## src/rtl/mips_pkg.sv

```systemverilog
`default_nettype none
// mips_pkg: opcode/funct encodings, ALU codes and datapath defaults shared by
// the ID/EX stage, the ALU and the control unit.
package mips_pkg;

   localparam int DEF_DATA_W = 32;
   localparam int DEF_REG_AW = 5;

   localparam logic [5:0] OP_RTYPE = 6'h00;
   localparam logic [5:0] OP_ADDI  = 6'h08;
   localparam logic [5:0] OP_XORI  = 6'h0E;
   localparam logic [5:0] OP_LW    = 6'h23;
   localparam logic [5:0] OP_SW    = 6'h2B;
   localparam logic [5:0] OP_BEQ   = 6'h04;

   localparam logic [5:0] FN_ADD   = 6'h20;
   localparam logic [5:0] FN_SUB   = 6'h22;
   localparam logic [5:0] FN_XOR   = 6'h26;

   localparam logic [2:0] ALU_ADD  = 3'b000;
   localparam logic [2:0] ALU_SUB  = 3'b001;
   localparam logic [2:0] ALU_XOR  = 3'b010;
   localparam logic [2:0] ALU_NONE = 3'b111;

   typedef enum logic [1:0] {
      BSEL_RT   = 2'd0,
      BSEL_SEXT = 2'd1,
      BSEL_ZEXT = 2'd2
   } bsel_e;

   typedef enum logic [1:0] {
      DEST_NONE = 2'd0,
      DEST_RD   = 2'd1,
      DEST_RT   = 2'd2
   } dsel_e;

   typedef struct packed {
      logic [2:0] alu_ctrl;
      bsel_e      bsel;
      dsel_e      dsel;
      logic       reg_write;
      logic       mem_read;
      logic       mem_write;
      logic       branch;
      logic       illegal;
   } dec_t;

endpackage
`default_nettype wire

```

## src/rtl/id_ex_stage_if.sv

```systemverilog
`default_nettype none
// id_ex_stage_if: ID-side inputs, bypass sources and registered EX-side
// outputs of the ID/EX pipeline register.
interface id_ex_stage_if
   import mips_pkg::*;
#(
   parameter int DATA_W = DEF_DATA_W,
   parameter int REG_AW = DEF_REG_AW
);
   logic              stall;
   logic              flush;
   logic              in_valid;
   logic [5:0]        opcode;
   logic [5:0]        funct;
   logic [REG_AW-1:0] rs;
   logic [REG_AW-1:0] rt;
   logic [REG_AW-1:0] rd;
   logic [DATA_W-1:0] rs_data;
   logic [DATA_W-1:0] rt_data;
   logic [15:0]       imm16;
   logic              fwd_ex_wr;
   logic [REG_AW-1:0] fwd_ex_rd;
   logic [DATA_W-1:0] fwd_ex_data;
   logic              fwd_wb_wr;
   logic [REG_AW-1:0] fwd_wb_rd;
   logic [DATA_W-1:0] fwd_wb_data;

   logic [DATA_W-1:0] alu_a;
   logic [DATA_W-1:0] alu_b;
   logic [2:0]        alu_ctrl;
   logic [DATA_W-1:0] ex_store_data;
   logic [REG_AW-1:0] ex_rd;
   logic              ex_reg_write;
   logic              ex_mem_read;
   logic              ex_mem_write;
   logic              ex_branch;
   logic              ex_valid;
   logic              ex_illegal;

   modport master (
      output stall, flush, in_valid, opcode, funct, rs, rt, rd,
             rs_data, rt_data, imm16,
             fwd_ex_wr, fwd_ex_rd, fwd_ex_data,
             fwd_wb_wr, fwd_wb_rd, fwd_wb_data,
      input  alu_a, alu_b, alu_ctrl, ex_store_data, ex_rd,
             ex_reg_write, ex_mem_read, ex_mem_write, ex_branch,
             ex_valid, ex_illegal
   );

   modport slave (
      input  stall, flush, in_valid, opcode, funct, rs, rt, rd,
             rs_data, rt_data, imm16,
             fwd_ex_wr, fwd_ex_rd, fwd_ex_data,
             fwd_wb_wr, fwd_wb_rd, fwd_wb_data,
      output alu_a, alu_b, alu_ctrl, ex_store_data, ex_rd,
             ex_reg_write, ex_mem_read, ex_mem_write, ex_branch,
             ex_valid, ex_illegal
   );

endinterface
`default_nettype wire

```

## src/rtl/alu_decode.sv

```systemverilog
`default_nettype none
// alu_decode: combinational opcode/funct decode into ALU code, B-operand
// source, destination select, control bits and an illegal flag.
module alu_decode
   import mips_pkg::*;
(
   input  logic [5:0] opcode_i,
   input  logic [5:0] funct_i,
   output dec_t       dec_o
);

   always_comb begin
      // Anything not matched below stays an illegal, side-effect-free op.
      dec_o.alu_ctrl  = ALU_NONE;
      dec_o.bsel      = BSEL_RT;
      dec_o.dsel      = DEST_NONE;
      dec_o.reg_write = 1'b0;
      dec_o.mem_read  = 1'b0;
      dec_o.mem_write = 1'b0;
      dec_o.branch    = 1'b0;
      dec_o.illegal   = 1'b1;

      case (opcode_i)
         OP_RTYPE: begin
            if (funct_i == FN_ADD || funct_i == FN_SUB || funct_i == FN_XOR) begin
               dec_o.dsel      = DEST_RD;
               dec_o.reg_write = 1'b1;
               dec_o.illegal   = 1'b0;
               case (funct_i)
                  FN_SUB:  dec_o.alu_ctrl = ALU_SUB;
                  FN_XOR:  dec_o.alu_ctrl = ALU_XOR;
                  default: dec_o.alu_ctrl = ALU_ADD;
               endcase
            end
         end
         OP_ADDI: begin
            dec_o.alu_ctrl  = ALU_ADD;
            dec_o.bsel      = BSEL_SEXT;
            dec_o.dsel      = DEST_RT;
            dec_o.reg_write = 1'b1;
            dec_o.illegal   = 1'b0;
         end
         OP_XORI: begin
            dec_o.alu_ctrl  = ALU_XOR;
            dec_o.bsel      = BSEL_ZEXT;
            dec_o.dsel      = DEST_RT;
            dec_o.reg_write = 1'b1;
            dec_o.illegal   = 1'b0;
         end
         OP_LW: begin
            dec_o.alu_ctrl  = ALU_ADD;
            dec_o.bsel      = BSEL_SEXT;
            dec_o.dsel      = DEST_RT;
            dec_o.reg_write = 1'b1;
            dec_o.mem_read  = 1'b1;
            dec_o.illegal   = 1'b0;
         end
         OP_SW: begin
            dec_o.alu_ctrl  = ALU_ADD;
            dec_o.bsel      = BSEL_SEXT;
            dec_o.mem_write = 1'b1;
            dec_o.illegal   = 1'b0;
         end
         OP_BEQ: begin
            dec_o.alu_ctrl  = ALU_SUB;
            dec_o.branch    = 1'b1;
            dec_o.illegal   = 1'b0;
         end
         default: ;
      endcase
   end

endmodule
`default_nettype wire

```

## src/rtl/id_ex_stage.sv

```systemverilog
`default_nettype none
// id_ex_stage: ID/EX pipeline register with decode, immediate select and
// EX/WB operand bypass resolved at capture; supports stall and flush.
module id_ex_stage
   import mips_pkg::*;
#(
   parameter int DATA_W = DEF_DATA_W,
   parameter int REG_AW = DEF_REG_AW
)(
   input  logic         clk,
   input  logic         reset,
   id_ex_stage_if.slave bus
);

   dec_t              dec;
   logic [DATA_W-1:0] rs_fwd;
   logic [DATA_W-1:0] rt_fwd;
   logic [DATA_W-1:0] imm_sext;
   logic [DATA_W-1:0] imm_zext;

   logic [DATA_W-1:0] alu_a_d,      alu_a_q;
   logic [DATA_W-1:0] alu_b_d,      alu_b_q;
   logic [2:0]        alu_ctrl_d,   alu_ctrl_q;
   logic [DATA_W-1:0] store_data_d, store_data_q;
   logic [REG_AW-1:0] ex_rd_d,      ex_rd_q;
   logic              reg_write_d,  reg_write_q;
   logic              mem_read_d,   mem_read_q;
   logic              mem_write_d,  mem_write_q;
   logic              branch_d,     branch_q;
   logic              valid_d,      valid_q;
   logic              illegal_d,    illegal_q;

   alu_decode u_alu_decode (
      .opcode_i (bus.opcode),
      .funct_i  (bus.funct),
      .dec_o    (dec)
   );

   // $0 is hardwired, so a producer "writing" it must never be bypassed.
   always_comb begin
      rs_fwd = bus.rs_data;
      if (bus.rs != '0) begin
         if (bus.fwd_ex_wr && bus.fwd_ex_rd == bus.rs)
            rs_fwd = bus.fwd_ex_data;
         else if (bus.fwd_wb_wr && bus.fwd_wb_rd == bus.rs)
            rs_fwd = bus.fwd_wb_data;
      end
   end

   always_comb begin
      rt_fwd = bus.rt_data;
      if (bus.rt != '0) begin
         if (bus.fwd_ex_wr && bus.fwd_ex_rd == bus.rt)
            rt_fwd = bus.fwd_ex_data;
         else if (bus.fwd_wb_wr && bus.fwd_wb_rd == bus.rt)
            rt_fwd = bus.fwd_wb_data;
      end
   end

   assign imm_sext = {{(DATA_W-16){bus.imm16[15]}}, bus.imm16};
   assign imm_zext = {{(DATA_W-16){1'b0}}, bus.imm16};

   always_comb begin
      alu_a_d      = '0;
      alu_b_d      = '0;
      alu_ctrl_d   = ALU_NONE;
      store_data_d = '0;
      ex_rd_d      = '0;
      reg_write_d  = 1'b0;
      mem_read_d   = 1'b0;
      mem_write_d  = 1'b0;
      branch_d     = 1'b0;
      valid_d      = 1'b0;
      illegal_d    = 1'b0;

      if (bus.in_valid) begin
         valid_d      = 1'b1;
         illegal_d    = dec.illegal;
         alu_ctrl_d   = dec.alu_ctrl;
         reg_write_d  = dec.reg_write;
         mem_read_d   = dec.mem_read;
         mem_write_d  = dec.mem_write;
         branch_d     = dec.branch;
         alu_a_d      = rs_fwd;
         store_data_d = rt_fwd;

         case (dec.bsel)
            BSEL_SEXT: alu_b_d = imm_sext;
            BSEL_ZEXT: alu_b_d = imm_zext;
            default:   alu_b_d = rt_fwd;
         endcase

         case (dec.dsel)
            DEST_RD: ex_rd_d = bus.rd;
            DEST_RT: ex_rd_d = bus.rt;
            default: ex_rd_d = '0;
         endcase
      end
   end

   // Flush wins over stall so a squashed instruction cannot be held in EX.
   always_ff @(posedge clk or negedge reset) begin
      if (!reset) begin
         alu_a_q      <= '0;
         alu_b_q      <= '0;
         alu_ctrl_q   <= ALU_NONE;
         store_data_q <= '0;
         ex_rd_q      <= '0;
         reg_write_q  <= 1'b0;
         mem_read_q   <= 1'b0;
         mem_write_q  <= 1'b0;
         branch_q     <= 1'b0;
         valid_q      <= 1'b0;
         illegal_q    <= 1'b0;
      end else if (bus.flush) begin
         alu_a_q      <= '0;
         alu_b_q      <= '0;
         alu_ctrl_q   <= ALU_NONE;
         store_data_q <= '0;
         ex_rd_q      <= '0;
         reg_write_q  <= 1'b0;
         mem_read_q   <= 1'b0;
         mem_write_q  <= 1'b0;
         branch_q     <= 1'b0;
         valid_q      <= 1'b0;
         illegal_q    <= 1'b0;
      end else if (!bus.stall) begin
         alu_a_q      <= alu_a_d;
         alu_b_q      <= alu_b_d;
         alu_ctrl_q   <= alu_ctrl_d;
         store_data_q <= store_data_d;
         ex_rd_q      <= ex_rd_d;
         reg_write_q  <= reg_write_d;
         mem_read_q   <= mem_read_d;
         mem_write_q  <= mem_write_d;
         branch_q     <= branch_d;
         valid_q      <= valid_d;
         illegal_q    <= illegal_d;
      end
   end

   assign bus.alu_a         = alu_a_q;
   assign bus.alu_b         = alu_b_q;
   assign bus.alu_ctrl      = alu_ctrl_q;
   assign bus.ex_store_data = store_data_q;
   assign bus.ex_rd         = ex_rd_q;
   assign bus.ex_reg_write  = reg_write_q;
   assign bus.ex_mem_read   = mem_read_q;
   assign bus.ex_mem_write  = mem_write_q;
   assign bus.ex_branch     = branch_q;
   assign bus.ex_valid      = valid_q;
   assign bus.ex_illegal    = illegal_q;

endmodule
`default_nettype wire

```

## src/flat_wrapper.sv

```systemverilog
// flat-port wrapper written by rule: the top's interface ports become plain ports
module id_ex_stage_flat import mips_pkg::*;
#(
   parameter int DATA_W = DEF_DATA_W,
   parameter int REG_AW = DEF_REG_AW
)
  (clk, reset, bus_stall, bus_flush, bus_in_valid, bus_opcode, bus_funct, bus_rs, bus_rt, bus_rd, bus_rs_data, bus_rt_data, bus_imm16, bus_fwd_ex_wr, bus_fwd_ex_rd, bus_fwd_ex_data, bus_fwd_wb_wr, bus_fwd_wb_rd, bus_fwd_wb_data, bus_alu_a, bus_alu_b, bus_alu_ctrl, bus_ex_store_data, bus_ex_rd, bus_ex_reg_write, bus_ex_mem_read, bus_ex_mem_write, bus_ex_branch, bus_ex_valid, bus_ex_illegal);
  id_ex_stage_if #(.DATA_W(DATA_W), .REG_AW(REG_AW)) bus_i ();
  input  logic clk;
  input  logic reset;
  input wire logic [$bits(bus_i.stall)-1:0] bus_stall;
  input wire logic [$bits(bus_i.flush)-1:0] bus_flush;
  input wire logic [$bits(bus_i.in_valid)-1:0] bus_in_valid;
  input wire logic [$bits(bus_i.opcode)-1:0] bus_opcode;
  input wire logic [$bits(bus_i.funct)-1:0] bus_funct;
  input wire logic [$bits(bus_i.rs)-1:0] bus_rs;
  input wire logic [$bits(bus_i.rt)-1:0] bus_rt;
  input wire logic [$bits(bus_i.rd)-1:0] bus_rd;
  input wire logic [$bits(bus_i.rs_data)-1:0] bus_rs_data;
  input wire logic [$bits(bus_i.rt_data)-1:0] bus_rt_data;
  input wire logic [$bits(bus_i.imm16)-1:0] bus_imm16;
  input wire logic [$bits(bus_i.fwd_ex_wr)-1:0] bus_fwd_ex_wr;
  input wire logic [$bits(bus_i.fwd_ex_rd)-1:0] bus_fwd_ex_rd;
  input wire logic [$bits(bus_i.fwd_ex_data)-1:0] bus_fwd_ex_data;
  input wire logic [$bits(bus_i.fwd_wb_wr)-1:0] bus_fwd_wb_wr;
  input wire logic [$bits(bus_i.fwd_wb_rd)-1:0] bus_fwd_wb_rd;
  input wire logic [$bits(bus_i.fwd_wb_data)-1:0] bus_fwd_wb_data;
  output wire logic [$bits(bus_i.alu_a)-1:0] bus_alu_a;
  output wire logic [$bits(bus_i.alu_b)-1:0] bus_alu_b;
  output wire logic [$bits(bus_i.alu_ctrl)-1:0] bus_alu_ctrl;
  output wire logic [$bits(bus_i.ex_store_data)-1:0] bus_ex_store_data;
  output wire logic [$bits(bus_i.ex_rd)-1:0] bus_ex_rd;
  output wire logic [$bits(bus_i.ex_reg_write)-1:0] bus_ex_reg_write;
  output wire logic [$bits(bus_i.ex_mem_read)-1:0] bus_ex_mem_read;
  output wire logic [$bits(bus_i.ex_mem_write)-1:0] bus_ex_mem_write;
  output wire logic [$bits(bus_i.ex_branch)-1:0] bus_ex_branch;
  output wire logic [$bits(bus_i.ex_valid)-1:0] bus_ex_valid;
  output wire logic [$bits(bus_i.ex_illegal)-1:0] bus_ex_illegal;
  assign bus_i.stall = bus_stall;
  assign bus_i.flush = bus_flush;
  assign bus_i.in_valid = bus_in_valid;
  assign bus_i.opcode = bus_opcode;
  assign bus_i.funct = bus_funct;
  assign bus_i.rs = bus_rs;
  assign bus_i.rt = bus_rt;
  assign bus_i.rd = bus_rd;
  assign bus_i.rs_data = bus_rs_data;
  assign bus_i.rt_data = bus_rt_data;
  assign bus_i.imm16 = bus_imm16;
  assign bus_i.fwd_ex_wr = bus_fwd_ex_wr;
  assign bus_i.fwd_ex_rd = bus_fwd_ex_rd;
  assign bus_i.fwd_ex_data = bus_fwd_ex_data;
  assign bus_i.fwd_wb_wr = bus_fwd_wb_wr;
  assign bus_i.fwd_wb_rd = bus_fwd_wb_rd;
  assign bus_i.fwd_wb_data = bus_fwd_wb_data;
  assign bus_alu_a = bus_i.alu_a;
  assign bus_alu_b = bus_i.alu_b;
  assign bus_alu_ctrl = bus_i.alu_ctrl;
  assign bus_ex_store_data = bus_i.ex_store_data;
  assign bus_ex_rd = bus_i.ex_rd;
  assign bus_ex_reg_write = bus_i.ex_reg_write;
  assign bus_ex_mem_read = bus_i.ex_mem_read;
  assign bus_ex_mem_write = bus_i.ex_mem_write;
  assign bus_ex_branch = bus_i.ex_branch;
  assign bus_ex_valid = bus_i.ex_valid;
  assign bus_ex_illegal = bus_i.ex_illegal;
  id_ex_stage #(.DATA_W(DATA_W), .REG_AW(REG_AW)) u_core (.clk(clk), .reset(reset), .bus(bus_i));
endmodule
```

## config.mk

```make
export PLATFORM = sky130hd
export DESIGN_NAME = id_ex_stage_flat
export DESIGN_NICKNAME = d
export VERILOG_FILES = /design/src/rtl/mips_pkg.sv /design/src/rtl/id_ex_stage_if.sv /design/src/rtl/alu_decode.sv /design/src/rtl/id_ex_stage.sv /design/src/flat_wrapper.sv
export SDC_FILE = /design/constraint.sdc
export NUM_CORES = 1
export LEC_CHECK = 0
export CORE_UTILIZATION = 41
export DETAILED_ROUTE_END_ITERATION = 7
export PLACE_DENSITY = 0.8
export SYNTH_ARGS = -nofsm -noshare
export SYNTH_HDL_FRONTEND = slang
export SYNTH_SLANG_ARGS = --single-unit
```

## constraint.sdc

```tcl
create_clock -name clk -period 1.4 [get_ports clk]
set_clock_uncertainty 0.1 [all_clocks]
set_input_delay 0.28 -clock clk [delete_from_list [all_inputs] [get_ports clk]]
set_output_delay 0.28 -clock clk [all_outputs]
set_load 0.02 [all_outputs]
```

==> impl_metrics.py <==
metrics = {
    "logic_synthesis": {
        "synth_top_area_share": 0.434,
        "synth_cell_types": 48,
        "ys_seq_elements": 110,
        "syn_inst": 643,
        "syn_area_um2": 6170,
        "yosys-top-cells-area": "dfrtp_1, a221o_1, a22o_1",
        "synth.avg_cell_area_um2": 9.59,
        "synth_warnings": 0,
        "seq_area_frac_synth": 0.447,
        "synth_async_sr_flop_share": 1.00,
        "synth_nets": 835,
        "synth_top_area_cell": "dfrtp_1",
        "synthFlopType": "dfrtp_1",
        "synth_edf_count": 0,
    },
    "sta": {
        "hold_viol": 0,
        "setup-tns-final_ns": -59.76,
        "rsz0062_at_grt": "true",
        "finalCritPeriodShare": 1.63,
        "setup_ws_ns": -0.888,
        "drv_slew": 0,
        "max_slew_margin": 0.761,
        "fin_crit_ns": 2.29,
        "finalSetupViolCount": 110,
        "tightest_slew_ns": 0.359,
        "fmax_mhz": 437,
    },
    "placement": {
        "hpwl_mm": 19.5,
        "dpl_worst_slack_ns": -1.86,
        "port_buffers": 297,
        "dp_cells": 1204,
        "gp_congestion": 0.975,
    },
    "die": {
        "io_pins": 298,
        "fp.dieH_um": 125,
        "core_um2": 14600,
        "dieArea_um2": 15500,
        "initial_core_util": 0.423,
        "rows": 44,
        "die_x_um": 125,
    },
    "detailed_routing": {
        "route.met3.wl_mm": 2.67,
        "drc": 0,
        "routed_wl_mm": 32.4,
        "highest_layer": "met4",
        "routedWlPerCell_um": 25.5,
        "drt-initial-drc-count": 811,
        "vias": 7867,
        "vias_per_cell": 6.20,
        "drtAntennaViolNets": 0,
        "dr.pass1.iters": 7,
        "met2_length_mm": 16.2,
        "met1_length_mm": 12.0,
    },
    "clocking": {
        "cts_sinks": 110,
        "htree_levels": 3,
        "cts_tree": "built",
        "cts.clk_slew.worst_paths_ns": 0.08,
        "clkLatencyLatePin_ns": 0.36,
        "clk_path_buf_depth": 2,
        "cts_root_buffer": "clkbuf_16",
        "cts_buffers": 9,
    },
    "layout": {
        "stdcell_count": 1269,
        "drive_above_1_share": 0.510,
        "fillers": 683,
        "final_util": 0.871,
        "fin_nets": 1272,
        "area_growth_pct": 106,
    },
    "worst_setup_path": {
        "startpoint": "bus_opcode[5]",
        "start_kind": "primary input",
        "crit_chain": "buf_2 -> buf_4 -> nand4bb_1 -> nor2_2 -> inv_1 -> ha_4 -> buf_6 -> nor3_4 -> buf_12 -> a22o_1 -> a221o_1",
        "cpMaxStageDelayCell": "nand4bb_1",
        "crit_required_ns": 1.55,
        "max_stage_delay_ns": 0.36,
        "critPathCaptureType": "flop",
        "r2r-start": "u_core.bus.alu_b[6]",
        "crit_fanout": 16,
        "critPathArrivalTime_ns": 2.44,
        "crit_type": "primary input to flop",
    },
    "global_route": {
        "grt_util_all_layers": 0.388,
        "grt_max_degree": 65,
        "grt_pass1_wl_mm": 46.6,
        "antenna_found_initial": 1,
        "grt_pass1_vias": 8019,
        "grt-ovfl-total": 0,
    },
    "run": {
        "drv_cap": 0,
    },
    "power": {
        "cellPowerDensity_nw_per_um2": 688,
        "power_leakage_uw": 0.00566,
        "power_uw": 8750,
        "ir_drop_mv": 0.664,
    },
    "status": {
        "status": "finished, violations left",
        "violations": "setup timing",
    },
    "worst_hold_path": {
        "hold_start": "bus_rt[1]",
        "hold_class": "primary input to flop",
    },
}
## routing by layer
| metal | vias to the layer above | global-route usage |
|---|---|---|
| li1 | 3313 | - |
| met1 | 3885 | 0.484 |
| met2 | 561 | 0.650 |
| met3 | 108 | 0.0765 |
| met4 | 0 | 0.174 |
| met5 | - | 0 |
## final cells by class
type	instances	area, um2	area share
multi-input cells	457	4820	0.379
repair buffers	479	4510	0.354
flip-flops and latches	110	2760	0.217
well taps	184	230	0.0181
clock buffers	9	225	0.0177
inverters	23	86.3	0.00679
clock inverters	6	82.6	0.00650
diodes	1	2.50	0.000197
## cells by family after synthesis
group | count (synthesis) | synth area share
AO/OA/AOI/OAI | 206 | 0.270
flip-flops | 110 | 0.447
AND/OR/NAND/NOR | 209 | 0.169
multiplexers | 16 | 0.0260
adder cells (fa/ha/maj) | 4 | 0.00812
buffers and inverters | 78 | 0.0513
XOR/XNOR | 20 | 0.0284
## sequential cells by signal, indices dropped and copies added (netlist names)
register                  cells
u_core.bus.alu_a             32
u_core.bus.alu_b             32
u_core.bus.alu_ctrl           3
u_core.bus.ex_branch          1
u_core.bus.ex_illegal         1
u_core.bus.ex_mem_read        1
u_core.bus.ex_mem_write       1
u_core.bus.ex_rd              5
u_core.bus.ex_reg_write       1
u_core.bus.ex_store_data     32
u_core.bus.ex_valid           1
## where the power goes
group | leakage (uW) | total, uW | switching, uW | internal, uW
Combinational | 0.00402 | 2600 | 1280 | 1320
Clock | 0.000147 | 2770 | 1350 | 1420
Sequential | 0.00149 | 3380 | 83.4 | 3300
Total | 0.00566 | 8750 | 2710 | 6040
## synth_stat cells (all sizes together) (2+ instances only)
library cell,n
o221ai,32
inv,23
dfrtp,107
ha,4
nor3,4
dfstp,3
a211oi,3
and3,2
nand3,21
mux2i,16
or4b,2
nor2b,17
o21ai,42
nand2b,19
clkbuf,43
nor4,4
buf,12
a22o,34
nand2,66
a221o,32
nor2,46
a32o,16
xnor2,8
a22oi,5
xor2,12
a21oi,5
a21o,17
and2,4
a221oi,16
or4,18
## stage by stage
stage / area [um2] / hold slack, ns
after floorplan: 6740 / -0.116
after global placement: 10700 / 0.192
after detailed placement: 10700 / 0.204
after CTS: 12600 / 0.175
after global routing: 12700 / 0.166
final: 12700 / 0.150
## critical path, delay by kind of cell
family / cells / cell delay (ns)
simple gates: 3 / 0.69
buf+inv: 5 / 0.66
fa+ha+maj: 1 / 0.31
compound gates: 2 / 0.49
## cell usage in the layout (no fill, tap or decap), types with 4 or more instances in the layout
cell	Yosys	final
dlygate4sd2_1	0	6
or4_4	0	15
a221oi_4	0	8
nor2_2	0	11
a221o_1	32	32
xor2_2	0	5
and2_4	0	5
buf_8	0	8
nor2b_1	17	4
o221ai_4	0	14
buf_4	2	107
xnor2_4	0	4
nand2_2	0	5
mux2i_4	0	16
nor2_4	0	14
buf_12	0	24
nor2b_4	0	13
ha_4	0	4
a22o_4	0	15
buf_6	1	50
xor2_1	12	4
clkdlybuf4s50_1	0	151
nor2_1	46	22
o21ai_1	16	21
dfrtp_1	107	107
a32o_1	16	16
a22oi_2	0	5
nand2b_1	19	18
clkdlybuf4s15_2	0	8
nand2_1	66	61
o221ai_2	0	18
nand3_1	21	19
o21ai_2	1	20
a21o_1	17	17
inv_1	23	20
a22o_1	34	19
buf_16	0	9
clkbuf_16	0	10
a221oi_2	0	8
buf_2	7	111
## path summary, 6_finish.rpt
kind / cells past startpoint / slack (ns) / end
min in group asynchronous: 3 / 0.37 / u_core.bus.alu_b[27]
worst min register to register: 1 / 0.37 / u_core.bus.ex_store_data[27]
worst max register to register: 2 / 0.27 / u_core.bus.alu_b[6]
max in group asynchronous: 3 / 0.51 / u_core.bus.alu_a[14]
worst max-delay path: 11 / -0.89 / u_core.bus.alu_b[6]
worst min-delay path: 3 / 0.15 / u_core.bus.ex_rd[1]
## timing repair
item	in CTS	in global routing
hold buffers	1	0
setup buffers	40	13
endpoints found under the hold margin	107	0
endpoints found under the setup margin	220	168
pin swaps	115	81
cloned	14	2
gates resized for setup	752	154
No activity file was read; power rests on OpenSTA's default activity.
